===== src/rtl/rot_pkg.sv =====
// -----------------------------------------------------------------------------
// rot_pkg
// Shared widths, direction encoding and helpers for the rotate stream stage.
//   DATA_W        : byte width being rotated
//   AMT_W         : width of the rotate distance
//   rot_dir_e     : ROT_RIGHT = 0, ROT_LEFT = 1
//   rot_req_t     : request as held in S1 (data + effective right-rotate amount)
//   eff_right_amt : maps (amount, direction) onto an equivalent right-rotate amount
// -----------------------------------------------------------------------------
package rot_pkg;

   localparam int unsigned DATA_W = 8;
   localparam int unsigned AMT_W  = 3;

   typedef enum logic {
      ROT_RIGHT = 1'b0,
      ROT_LEFT  = 1'b1
   } rot_dir_e;

   typedef struct packed {
      logic [DATA_W-1:0] data;
      logic [AMT_W-1:0]  amt;
   } rot_req_t;

   // Rotate-left by n equals rotate-right by (DATA_W - n) mod DATA_W. DATA_W is a
   // power of two equal to 2**AMT_W, so the modulo is just AMT_W-bit wraparound.
   function automatic logic [AMT_W-1:0] eff_right_amt(input logic [AMT_W-1:0] amt,
                                                      input rot_dir_e        dir);
      logic [AMT_W-1:0] eff;
      eff = amt;
      if (dir == ROT_LEFT) begin
         eff = AMT_W'(0) - amt;
      end
      return eff;
   endfunction

endpackage


===== src/rtl/barrel_shifter.sv =====
// -----------------------------------------------------------------------------
// barrel_shifter
// Purely combinational right-rotate of a DATA_W-bit word, built as AMT_W
// logarithmic stages (rotate by 1, 2, 4, ...).
//   i_data       : word to rotate
//   i_shift_amt  : right-rotate distance
//   o_shift_data : rotated word
// -----------------------------------------------------------------------------
module barrel_shifter
   import rot_pkg::*;
(
   input  logic [DATA_W-1:0] i_data,
   input  logic [AMT_W-1:0]  i_shift_amt,
   output logic [DATA_W-1:0] o_shift_data
);

   // stage[k] is the input after applying amount bits [k-1:0].
   logic [AMT_W:0][DATA_W-1:0] stage;

   assign stage[0] = i_data;

   for (genvar k = 0; k < AMT_W; k++) begin : g_stage
      localparam int unsigned Sh = 1 << k;
      logic [DATA_W-1:0] rotated;
      assign rotated        = {stage[k][Sh-1:0], stage[k][DATA_W-1:Sh]};
      assign stage[k+1]     = i_shift_amt[k] ? rotated : stage[k];
   end

   assign o_shift_data = stage[AMT_W];

endmodule


===== src/rtl/rot_stream_stage.sv =====
// -----------------------------------------------------------------------------
// rot_stream_stage
// Two-stage elastic valid/ready pipeline that rotates a byte.
//   S1 holds the captured request: the byte unchanged plus the direction folded
//   into an equivalent right-rotate amount. S2 holds the rotated result.
// Ports:
//   clk, reset   : clock, asynchronous active-high reset
//   i_valid      : upstream request valid
//   o_ready      : request accepted this cycle when high together with i_valid
//   i_data       : byte to rotate
//   i_shift_amt  : rotate distance 0..7
//   i_dir        : 0 = rotate right, 1 = rotate left
//   o_valid      : o_shift_data holds a result
//   i_ready      : downstream takes the result this cycle
//   o_shift_data : rotated byte
//   o_busy       : either stage holds a request
// -----------------------------------------------------------------------------
module rot_stream_stage
   import rot_pkg::*;
(
   input  logic              clk,
   input  logic              reset,
   input  logic              i_valid,
   output logic              o_ready,
   input  logic [DATA_W-1:0] i_data,
   input  logic [AMT_W-1:0]  i_shift_amt,
   input  logic              i_dir,
   output logic              o_valid,
   input  logic              i_ready,
   output logic [DATA_W-1:0] o_shift_data,
   output logic              o_busy
);

   // Stage state
   logic              s1_valid_q, s1_valid_d;
   rot_req_t          s1_q, s1_d;
   logic              s2_valid_q, s2_valid_d;
   logic [DATA_W-1:0] s2_data_q, s2_data_d;

   // Handshake decode
   logic              s2_adv;
   logic              s1_adv;
   logic              in_xfer;
   logic [DATA_W-1:0] rot_data;

   // S2 may load whenever it is empty or its content leaves this cycle.
   assign s2_adv  = ~s2_valid_q | i_ready;
   assign s1_adv  = s1_valid_q & s2_adv;
   // Held low during reset so nothing is accepted while state is being cleared.
   assign o_ready = ~reset & (~s1_valid_q | s2_adv);
   assign in_xfer = i_valid & o_ready;

   barrel_shifter u_barrel_shifter (
      .i_data       (s1_q.data),
      .i_shift_amt  (s1_q.amt),
      .o_shift_data (rot_data)
   );

   always_comb begin
      s1_valid_d = s1_valid_q;
      s1_d       = s1_q;
      s2_valid_d = s2_valid_q;
      s2_data_d  = s2_data_q;

      // S1: a new capture wins over draining, which keeps S1 full when a request
      // enters while the previous one moves on to S2.
      if (in_xfer) begin
         s1_valid_d = 1'b1;
         s1_d.data  = i_data;
         s1_d.amt   = eff_right_amt(i_shift_amt, rot_dir_e'(i_dir));
      end else if (s1_adv) begin
         s1_valid_d = 1'b0;
      end

      // S2: data only loads on a real hand-over so a stalled result never moves.
      if (s2_adv) begin
         s2_valid_d = s1_valid_q;
         if (s1_valid_q) begin
            s2_data_d = rot_data;
         end
      end
   end

   always_ff @(posedge clk or posedge reset) begin
      if (reset) begin
         s1_valid_q <= 1'b0;
         s1_q       <= '0;
         s2_valid_q <= 1'b0;
         s2_data_q  <= '0;
      end else begin
         s1_valid_q <= s1_valid_d;
         s1_q       <= s1_d;
         s2_valid_q <= s2_valid_d;
         s2_data_q  <= s2_data_d;
      end
   end

   assign o_valid      = s2_valid_q;
   assign o_shift_data = s2_data_q;
   assign o_busy       = s1_valid_q | s2_valid_q;

endmodule


===== config.mk =====
export PLATFORM = sky130hd
export DESIGN_NAME = rot_stream_stage
export DESIGN_NICKNAME = d
export VERILOG_FILES = /design/src/rtl/rot_pkg.sv /design/src/rtl/barrel_shifter.sv /design/src/rtl/rot_stream_stage.sv
export SDC_FILE = /design/constraint.sdc
export NUM_CORES = 1
export LEC_CHECK = 0
export CAP_MARGIN = 30
export CORE_MARGIN = 3
export CORE_UTILIZATION = 45
export DETAILED_ROUTE_END_ITERATION = 7
export GPL_TIMING_DRIVEN = 0
export PLACE_DENSITY_LB_ADDON = 0.12
export RECOVER_POWER = 25
export SYNTH_ARGS = -nofsm -noshare
export SYNTH_HDL_FRONTEND = slang
export SYNTH_SLANG_ARGS = --single-unit

===== constraint.sdc =====
create_clock -name clk -period 1.15 [get_ports clk]
set_input_delay 0.23 -clock clk [delete_from_list [all_inputs] [get_ports clk]]
set_output_delay 0.23 -clock clk [all_outputs]
set_load 0.03 [all_outputs]

==> impl_metrics.py, run 1 <==
metrics = {
    "pwr": {
        "worst_ir_drop_vdd_mv": 1.09,
        "powerDensity_nw_per_um2": 1740,
        "p_leak_nw": 0.809,
    },
    "placement": {
        "place_ws_ps": -1030,
        "io_buffers": 26,
        "gp_congestion": 0.832,
        "dp_hpwl_um": 1880,
        "dpl_cell_area_um2": 1650,
    },
    "global_routing": {
        "grt-ovfl-total": 0,
        "grt.total_usage_pct": 18.6,
        "antenna_found_initial": 0,
        "grt_start_max_net_pins": 12,
        "grt_pass1_vias": 1022,
        "grt_pass1_wl_um": 4840,
    },
    "sta": {
        "setup_tns_ps": -4520,
        "final.setup.worst_slack_ps": -311,
        "relSlewSlack_pct": 63.3,
        "finalCritPeriodShare_pct": 127,
        "clock_skew_ps": 6.51,
        "hold_viol": 0,
        "worst_slew_pin_slew_ps": 547,
        "slew_viol_final": 0,
        "min_period_ps": 1460,
        "rsz0062_at_grt": "true",
        "clock.fmax_mhz": 685,
        "setup_violations": 23,
    },
    "routing": {
        "drtPass1Iterations": 4,
        "wirelength_um": 2800,
        "num_vias": 942,
        "vias_per_cell": 5.41,
        "wl_per_cell_um": 16.1,
        "remaining_drc_errors": 0,
        "ant_nets": 0,
        "drt-initial-drc-count": 25,
    },
    "floorplanning": {
        "initial_core_util_pct": 48.4,
        "coreArea_um2": 2520,
        "die_area_um2": 3380,
        "die_y_um": 58.1,
        "die_w_um": 58.1,
        "ios": 27,
        "row_count": 18,
    },
    "synthesis": {
        "synth_nets": 117,
        "yosys_register_bits": 21,
        "synth.distinct_cells": 22,
        "netlist_area_um2": 1220,
        "ys_seq_area_share_pct": 43.0,
        "syn_area_per_cell_um2": 12.2,
        "syn_inst": 100,
        "yosysWarningCount": 0,
    },
    "finish": {
        "final_layout_size_suffix_gt1_share_pct": 61.8,
        "design_area_um2": 1890,
        "nets": 162,
        "area_growth_pct": 54.4,
        "final_util_pct": 74.8,
        "antenna_cells": 0,
    },
    "worst_hold_path": {
        "worstHoldPathType": "in -> async",
    },
    "setup_path": {
        "cp-end-kind": "output port",
        "crit_fanout": 3,
        "start_kind": "flop",
        "arrival_ps": 1230,
        "critPathKind": "reg -> out",
        "regToRegSetupSlack_ps": -270,
        "cp.required_ps": 920,
    },
    "clocking": {
        "clk_latency_ps": 300,
        "h-tree-depth": 1,
        "cts_buffers": 3,
        "cts_tree": "yes",
        "path_clk_slew_ps": 120,
        "clkSinkCount": 21,
        "root_buffer": "clkbuf_4",
        "clk_path_buf_depth": 2,
    },
    "outcome": {
        "violations": "setup timing",
        "status": "finished, violations left",
    },
    "job": {
        "maxCapViolCount": 0,
    },
}
## stage by stage
step / std cells / total power [mW] / hold WS (ps)
2_1_floorplan: 100 / 2.28 / 104
5_1_grt: 174 / 3.45 / 234
3_5_place_dp: 156 / 2.75 / 488
6_report: 174 / 3.28 / 195
4_1_cts: 171 / 3.11 / 207
3_3_place_gp: 156 / 2.70 / 482
## placed cells by master, fill, tap and decap left out, types with 2 or more instances in the layout
cell,n
buf_4,8
or2_4,2
clkbuf_4,4
buf_6,9
buf_2,8
mux2_4,18
inv_1,3
clkbuf_1,2
buf_8,2
clkdlybuf4s50_1,14
dfrtp_1,18
dfrtp_2,3
nand2_2,2
nand2b_1,4
o22ai_4,8
o31ai_2,8
o22ai_2,8
o21ai_1,7
## area by class of cell
class                   count  area [um2]
well taps                  30        37.5
repair buffers             39         353
flip-flops and latches     21         529
repair inverters            1        5.00
clock buffers               4        26.3
fillers                   185         637
multi-input cells          68         832
plain buffers               7        83.8
inverters                   4        18.8
## cell families after synthesis
kind of cell    share of synthesized area [%]
compound gates                           21.0
flops                                    43.0
fa+ha+maj                                1.02
simple gates                             6.46
buf+inv                                  5.02
mux                                      22.7
xor+xnor                                0.717
## routing by layer
layer	vias to the layer above	wire (um)	GRT usage (%)
met1	457	1220	22.6
met2	19	1470	34.8
met5	-	0	0
met4	0	15	1.99
li1	464	-	-
met3	2	100	3.34
## final timing paths
path                                 start               to  depth (start not counted)
setup / recovery                   o_valid          o_ready                          4
hold / removal                       reset  o_shift_data[7]                          2
setup reg to reg                   o_valid          s1_q[4]                          5
hold reg to reg            o_shift_data[2]  o_shift_data[2]                          2
max in group asynchronous            reset       s1_valid_q                          3
min in group clk           o_shift_data[2]  o_shift_data[2]                          2
## report_power, final
group	internal, mW	total [mW]	switching (mW)
clock network	0.135	0.361	0.226
registers	0.933	1.06	0.129
logic	0.877	1.86	0.978
total	1.94	3.28	1.33
## repair_timing
item,in CTS,in global routing
pin swaps,3,4
endpoints found under the setup margin,31,24
cloned,2,1
resized for setup,78,15
hold buffers,0,0
setup buffers,9,3
## flip-flops by register name, summed over array words and instances (netlist names)
signal and flops:
s1_valid_q 1, o_shift_data 8, s1_q 11, o_valid 1
## Yosys cell counts
cell type | count | share of area [%]
mux2_2 | 2 | 1.8
o22ai_1 | 15 | 7.7
nand2b_1 | 4 | 2.0
o22ai_2 | 1 | 1.0
inv_1 | 4 | 1.2
clkbuf_1 | 1 | 0.31
buf_2 | 2 | 0.82
nand2_1 | 3 | 0.92
ha_1 | 1 | 1.0
clkbuf_2 | 2 | 0.82
buf_6 | 2 | 1.8
nor2b_1 | 1 | 0.51
o31ai_2 | 8 | 8.2
nand3_2 | 1 | 0.82
or2_1 | 1 | 0.51
o21ai_0 | 9 | 3.7
or2_2 | 2 | 1.0
xnor2_1 | 1 | 0.72
a21oi_1 | 1 | 0.41
mux2_4 | 17 | 21
dfrtp_1 | 21 | 43
nand3b_1 | 1 | 0.61
## critical path, stage by stage, from the launching register on
cell,delay [ps]
dfrtp_2,430
nor2b_4,130
buf_8,120
a21oi_4,110
buf_6,140
No activity file was read; power rests on OpenSTA's default activity.
==> run 2, diff against run 1 <==
--- a/config.mk
+++ b/config.mk
@@ -14,4 +14,5 @@
 export RECOVER_POWER = 25
 export SYNTH_ARGS = -nofsm -noshare
 export SYNTH_HDL_FRONTEND = slang
+export SYNTH_HIERARCHICAL = 1
 export SYNTH_SLANG_ARGS = --single-unit
==> impl_metrics.py, run 2 <==
metrics = {
    "placement": {
        "dpl_cell_area_um2": 1510,
        "io_buffers": 26,
        "dp.cells": 132,
        "dp_hpwl_um": 1460,
        "gp_congestion": 0.725,
    },
    "setup_path": {
        "cp.required_ps": 1340,
        "crit_slowest_cell": "mux4_2",
        "worstPathCellList": "buf_6, mux4_2, mux2_2, mux2_2",
        "start_kind": "flop",
        "arrival_ps": 1880,
        "crit_top_cell": "mux2_2",
        "crit_fanout": 8,
        "slowest_delay_ps": 530,
        "cp-end-kind": "flop",
        "critPathKind": "reg -> reg",
    },
    "routing": {
        "drtPass1Iterations": 2,
        "num_vias": 795,
        "drt-initial-drc-count": 17,
        "remaining_drc_errors": 0,
        "wl_per_cell_um": 14.0,
        "wirelength_um": 2150,
        "ant_nets": 0,
        "vias_per_cell": 5.20,
    },
    "clocking": {
        "clkSinkCount": 21,
        "h-tree-depth": 1,
        "clk_path_buf_depth": 2,
        "clk_latency_ps": 300,
        "root_buffer": "clkbuf_4",
        "cts_buffers": 3,
        "cts_tree": "yes",
        "path_clk_slew_ps": 110,
    },
    "synthesis": {
        "synth.largest_area_cell": "dfrtp_1",
        "synth_area_leaders": "dfrtp_1, mux4_1, mux2_2",
        "synth_top_area_share_pct": 42.4,
        "synth_nets": 93,
        "yosysWarningCount": 6,
        "yosys_register_bits": 21,
        "yosysMostFrequentCell": "dfrtp_1",
        "synth_flop_cell": "dfrtp_1",
        "async_flop_share_pct": 100,
        "synthMuxAreaShare_pct": 44.2,
        "synth_top_family_by_area": "multiplexers",
        "synth-simple-area-share_pct": 6.66,
        "synth-xor-area-share_pct": 0.706,
        "syn_inst": 76,
        "synth.distinct_cells": 19,
        "synth_edf_count": 0,
        "synth_commonest_cells": "dfrtp_1, mux2_2, mux2_4, mux4_1, nand2b_1",
        "synthAdderAreaFrac_pct": 1.01,
        "synth-compound-area-share_pct": 0.404,
        "ys_seq_area_share_pct": 42.4,
        "netlist_area_um2": 1240,
        "syn_area_per_cell_um2": 16.3,
    },
    "floorplanning": {
        "initial_core_util_pct": 48.7,
        "ios": 27,
        "die_y_um": 58.5,
        "die_area_um2": 3420,
        "die_w_um": 58.5,
        "coreArea_um2": 2540,
        "row_count": 18,
    },
    "sta": {
        "finalCritPeriodShare_pct": 147,
        "clock_skew_ps": 4.70,
        "setup_violations": 23,
        "setup_tns_ps": -7440,
        "relSlewSlack_pct": 65.5,
        "worst_slew_pin_slew_ps": 518,
        "slew_viol_final": 0,
        "hold_viol": 0,
        "rsz0062_at_grt": "true",
        "min_period_ps": 1690,
        "final.setup.worst_slack_ps": -537,
        "clock.fmax_mhz": 593,
    },
    "worst_hold_path": {
        "worstHoldPathType": "in -> async",
    },
    "global_routing": {
        "grt.total_usage_pct": 13.5,
        "grt_start_max_net_pins": 13,
        "antenna_found_initial": 0,
        "grt_pass1_vias": 775,
        "grt-ovfl-total": 0,
        "grt_pass1_wl_um": 3480,
    },
    "finish": {
        "design_area_um2": 1730,
        "layout_commonest_cell": "dfrtp_1",
        "fin_cells": 153,
        "top_register": "s1_q",
        "final_layout_size_suffix_gt1_share_pct": 63.4,
        "largest_register_ffs": 11,
        "antenna_cells": 0,
        "nets": 141,
        "final_cell_mix": "dfrtp_1, mux2_4, clkdlybuf4s50_1",
        "fillers": 208,
        "area_growth_pct": 39.4,
    },
    "outcome": {
        "status": "finished, violations left",
        "violations": "setup timing",
    },
    "pwr": {
        "total_power_mw": 3.02,
        "powerDensity_nw_per_um2": 1750,
        "p_leak_nw": 0.814,
        "worst_ir_drop_vdd_mv": 1.13,
    },
    "job": {
        "maxCapViolCount": 0,
    },
}
run 2: cell types whose count changed in the layout (fill, tap and decap cells not counted), sizes merged, moves of 2 or more:
cell / delta
o21ai: -8
o22ai: -16
buf: +2
or2: -2
clkbuf: -3
o31ai: -8
mux2: +8
mux4: +8
clkinvlp: -2
run 2: worst paths after layout:
path | slack [ps] | from | cells past startpoint | to
min in group clk | 320 | i_shift_amt[0] | 2 | s1_q[0]
hold / removal | 70 | reset | 2 | o_shift_data[6]
setup reg to reg | -540 | s1_q[2] | 4 | o_shift_data[6]
hold reg to reg | 510 | o_shift_data[0] | 1 | o_shift_data[0]
max in group asynchronous | 430 | reset | 3 | o_shift_data[0]
setup / recovery | -540 | s1_q[2] | 4 | o_shift_data[6]
run 2: per-stage QoR:
step | hold WS (ps) | utilization, % | setup slack, ps
2_1_floorplan | 107 | - | -456
3_3_place_gp | 487 | 59.4 | -987
3_5_place_dp | 496 | 59.4 | -993
4_1_cts | 58.7 | 65.1 | -542
5_1_grt | 57.3 | 67.9 | -587
6_report | 66.5 | 67.9 | -537
run 2: worst max-delay path, delay by kind of cell, from the launching register on:
family | cells | cell delay [ps]
multiplexers | 3 | 1060
buffers and inverters | 1 | 150
flip-flops | 1 | 370
run 2: kinds of logic after synthesis:
logic type,count (synthesis)
fa+ha+maj,1
flops,21
buf+inv,7
compound gates,1
xor+xnor,1
simple gates,10
mux,35
run 2: per-layer routing:
layer  vias up  track usage (%)  routed length (um)
met3         2             3.29                 133
met5         -                0                   0
met4         0             5.96                  21
met1       397             17.2                 882
li1        377                -                   -
met2        19             21.9                1110
run 2: layout make-up:
type / instances / area (um2) / share of cell area [%]
Buffer: 4 / 46.3 / 2.68
Clock buffer: 4 / 26.3 / 1.52
Inverter: 3 / 25.0 / 1.45
Multi-Input combinational cell: 48 / 667 / 38.6
Sequential cell: 21 / 527 / 30.5
Tap cell: 30 / 37.5 / 2.17
Timing Repair Buffer: 42 / 393 / 22.7
Timing Repair inverter: 1 / 6.26 / 0.362
run 2: power breakdown:
part / internal, mW / switching, mW
combinational: 0.881 / 0.696
sequential: 0.957 / 0.140
clock: 0.135 / 0.214
run 2: repair_timing:
action                                  CTS  global route
endpoints found under the hold margin     9             0
resized for setup                        72            16
hold buffers                              1             0
endpoints found under the setup margin   31            23
cloned                                    2             0
setup buffers                             9             5
pin swaps                                 1             4
==> run 3, diff against run 2 <==
--- a/config.mk
+++ b/config.mk
@@ -12,6 +12,7 @@
 export GPL_TIMING_DRIVEN = 0
 export PLACE_DENSITY_LB_ADDON = 0.12
 export RECOVER_POWER = 25
+export SKIP_LAST_GASP = 1
 export SYNTH_ARGS = -nofsm -noshare
 export SYNTH_HDL_FRONTEND = slang
 export SYNTH_HIERARCHICAL = 1
==> impl_metrics.py, run 3 (synthesis results as in run 2) <==
metrics = {
    "routing": {
        "num_vias": 794,
        "wirelength_um": 2120,
        "drt-initial-drc-count": 12,
        "ant_nets": 0,
        "wl_per_cell_um": 13.7,
        "drtPass1Iterations": 3,
        "vias_per_cell": 5.16,
        "remaining_drc_errors": 0,
    },
    "placement": {
        "gp_congestion": 0.725,
        "io_buffers": 26,
        "dp_hpwl_um": 1460,
    },
    "setup_path": {
        "crit_slowest_cell": "mux4_2",
        "crit_top_cell": "mux2_2",
        "cp-end-kind": "flop",
        "worstPathCellList": "buf_6, mux4_2, mux2_2, mux2_2",
        "arrival_ps": 1880,
        "slowest_delay_ps": 530,
        "worstRegToRegCells": 4,
        "crit_fanout": 8,
        "critPathKind": "reg -> reg",
        "regToRegSetupSlack_ps": -540,
        "r2r_start": "s1_q[2]",
        "reg2reg_to": "o_shift_data[6]",
        "start_kind": "flop",
        "cp.required_ps": 1350,
    },
    "floorplanning": {
        "initial_core_util_pct": 48.7,
        "ios": 27,
        "die_w_um": 58.5,
        "coreArea_um2": 2540,
        "die_y_um": 58.5,
        "row_count": 18,
        "die_area_um2": 3420,
    },
    "sta": {
        "min_period_ps": 1690,
        "relSlewSlack_pct": 65.6,
        "slew_viol_final": 0,
        "rsz0062_at_grt": "true",
        "hold_viol": 0,
        "setup_violations": 23,
        "finalCritPeriodShare_pct": 147,
        "clock.fmax_mhz": 593,
        "worst_slew_pin_slew_ps": 517,
        "setup_tns_ps": -7490,
        "clock_skew_ps": 5.16,
        "final.setup.worst_slack_ps": -535,
    },
    "global_routing": {
        "grt.total_usage_pct": 13.5,
        "grt_pass1_wl_um": 3480,
        "grt_pass1_vias": 775,
        "grt-ovfl-total": 0,
        "antenna_found_initial": 0,
        "grt_start_max_net_pins": 13,
    },
    "finish": {
        "final_util_pct": 68.1,
        "largest_register_ffs": 11,
        "layout_commonest_cell": "dfrtp_1",
        "nets": 142,
        "top_register": "s1_q",
        "final_layout_size_suffix_gt1_share_pct": 62.9,
        "area_growth_pct": 39.8,
        "antenna_cells": 0,
        "final_cell_mix": "dfrtp_1, mux2_4, clkdlybuf4s50_1",
    },
    "clocking": {
        "clk_latency_ps": 300,
        "clk_path_buf_depth": 2,
        "cts_tree": "yes",
        "root_buffer": "clkbuf_4",
        "clkSinkCount": 21,
        "h-tree-depth": 1,
        "cts_buffers": 3,
        "path_clk_slew_ps": 110,
    },
    "pwr": {
        "powerDensity_nw_per_um2": 1750,
        "worst_ir_drop_vdd_mv": 1.14,
        "p_leak_nw": 0.819,
    },
    "worst_hold_path": {
        "worstHoldPathType": "in -> async",
    },
    "outcome": {
        "status": "finished, violations left",
        "violations": "setup timing",
    },
    "job": {
        "maxCapViolCount": 0,
    },
}
## run 3: cell types whose count changed in the layout (fill, tap and decap cells not counted), sizes merged
| cell | previous run | this run |
|---|---|---|
| buf | 30 | 31 |
## run 3: through the flow
stage               instances  setup WS (ps)  power [mW]  instance area [um2]  hold WS (ps)
floorplan                  76           -456        2.14                 1210           107
global placement          132           -987        2.60                 1510           487
detailed placement        132           -993        2.63                 1510           496
CTS                       148           -542        2.98                 1650          58.7
global route              154           -587        3.21                 1730          58.6
finish                    154           -535        3.03                 1730          68.6
## run 3: what timing repair did
item / in CTS / in global routing
buffers inserted: 9 / 6
endpoints found under the setup margin: 31 / 23
gates cloned: 2 / 0
endpoints found under the hold margin: 9 / 0
resized for setup: 69 / 18
hold buffers: 1 / 0
pin swaps: 1 / 3
## run 3: how the worst max path moves through the flow
| stage | from | endpoint | slack [ps] |
|---|---|---|---|
| final | s1_q[2] | o_shift_data[6] | -540 |
| after CTS | s1_q[2] | o_shift_data[0] | -540 |
| after global placement | reset | o_ready | -990 |
| after floorplan | s1_q[2] | o_shift_data[0] | -460 |
| after detailed placement | reset | o_ready | -990 |
| after global routing | s1_q[2] | o_shift_data[0] | -590 |
## run 3: final cells by class
| cell class | count | area (um2) |
|---|---|---|
| plain buffers | 4 | 46.3 |
| clock buffers | 4 | 26.3 |
| fillers | 206 | 812 |
| inverters | 3 | 25.0 |
| multi-input cells | 48 | 664 |
| flip-flops and latches | 21 | 527 |
| well taps | 30 | 37.5 |
| repair buffers | 43 | 400 |
| repair inverters | 1 | 6.26 |
## run 3: layer usage
layer  up-vias  track usage (%)  part of all wire, %
met5         -                0                    0
met4         0             5.96                  1.5
met3         4             3.29                  5.6
met2        20             21.9                   51
met1       393             17.2                   42
li1        377                -                    -
## run 3: where the power goes
part | internal [mW] | switching, mW
Combinational | 0.885 | 0.696
Sequential | 0.957 | 0.138
Clock | 0.135 | 0.215
Total | 1.98 | 1.05
## run 3: worst max-delay path: cells and delay by family (launching register included)
kind / cells / cell delay, ps
flip-flops: 1 / 370
multiplexers: 3 / 1050
buffers and inverters: 1 / 150
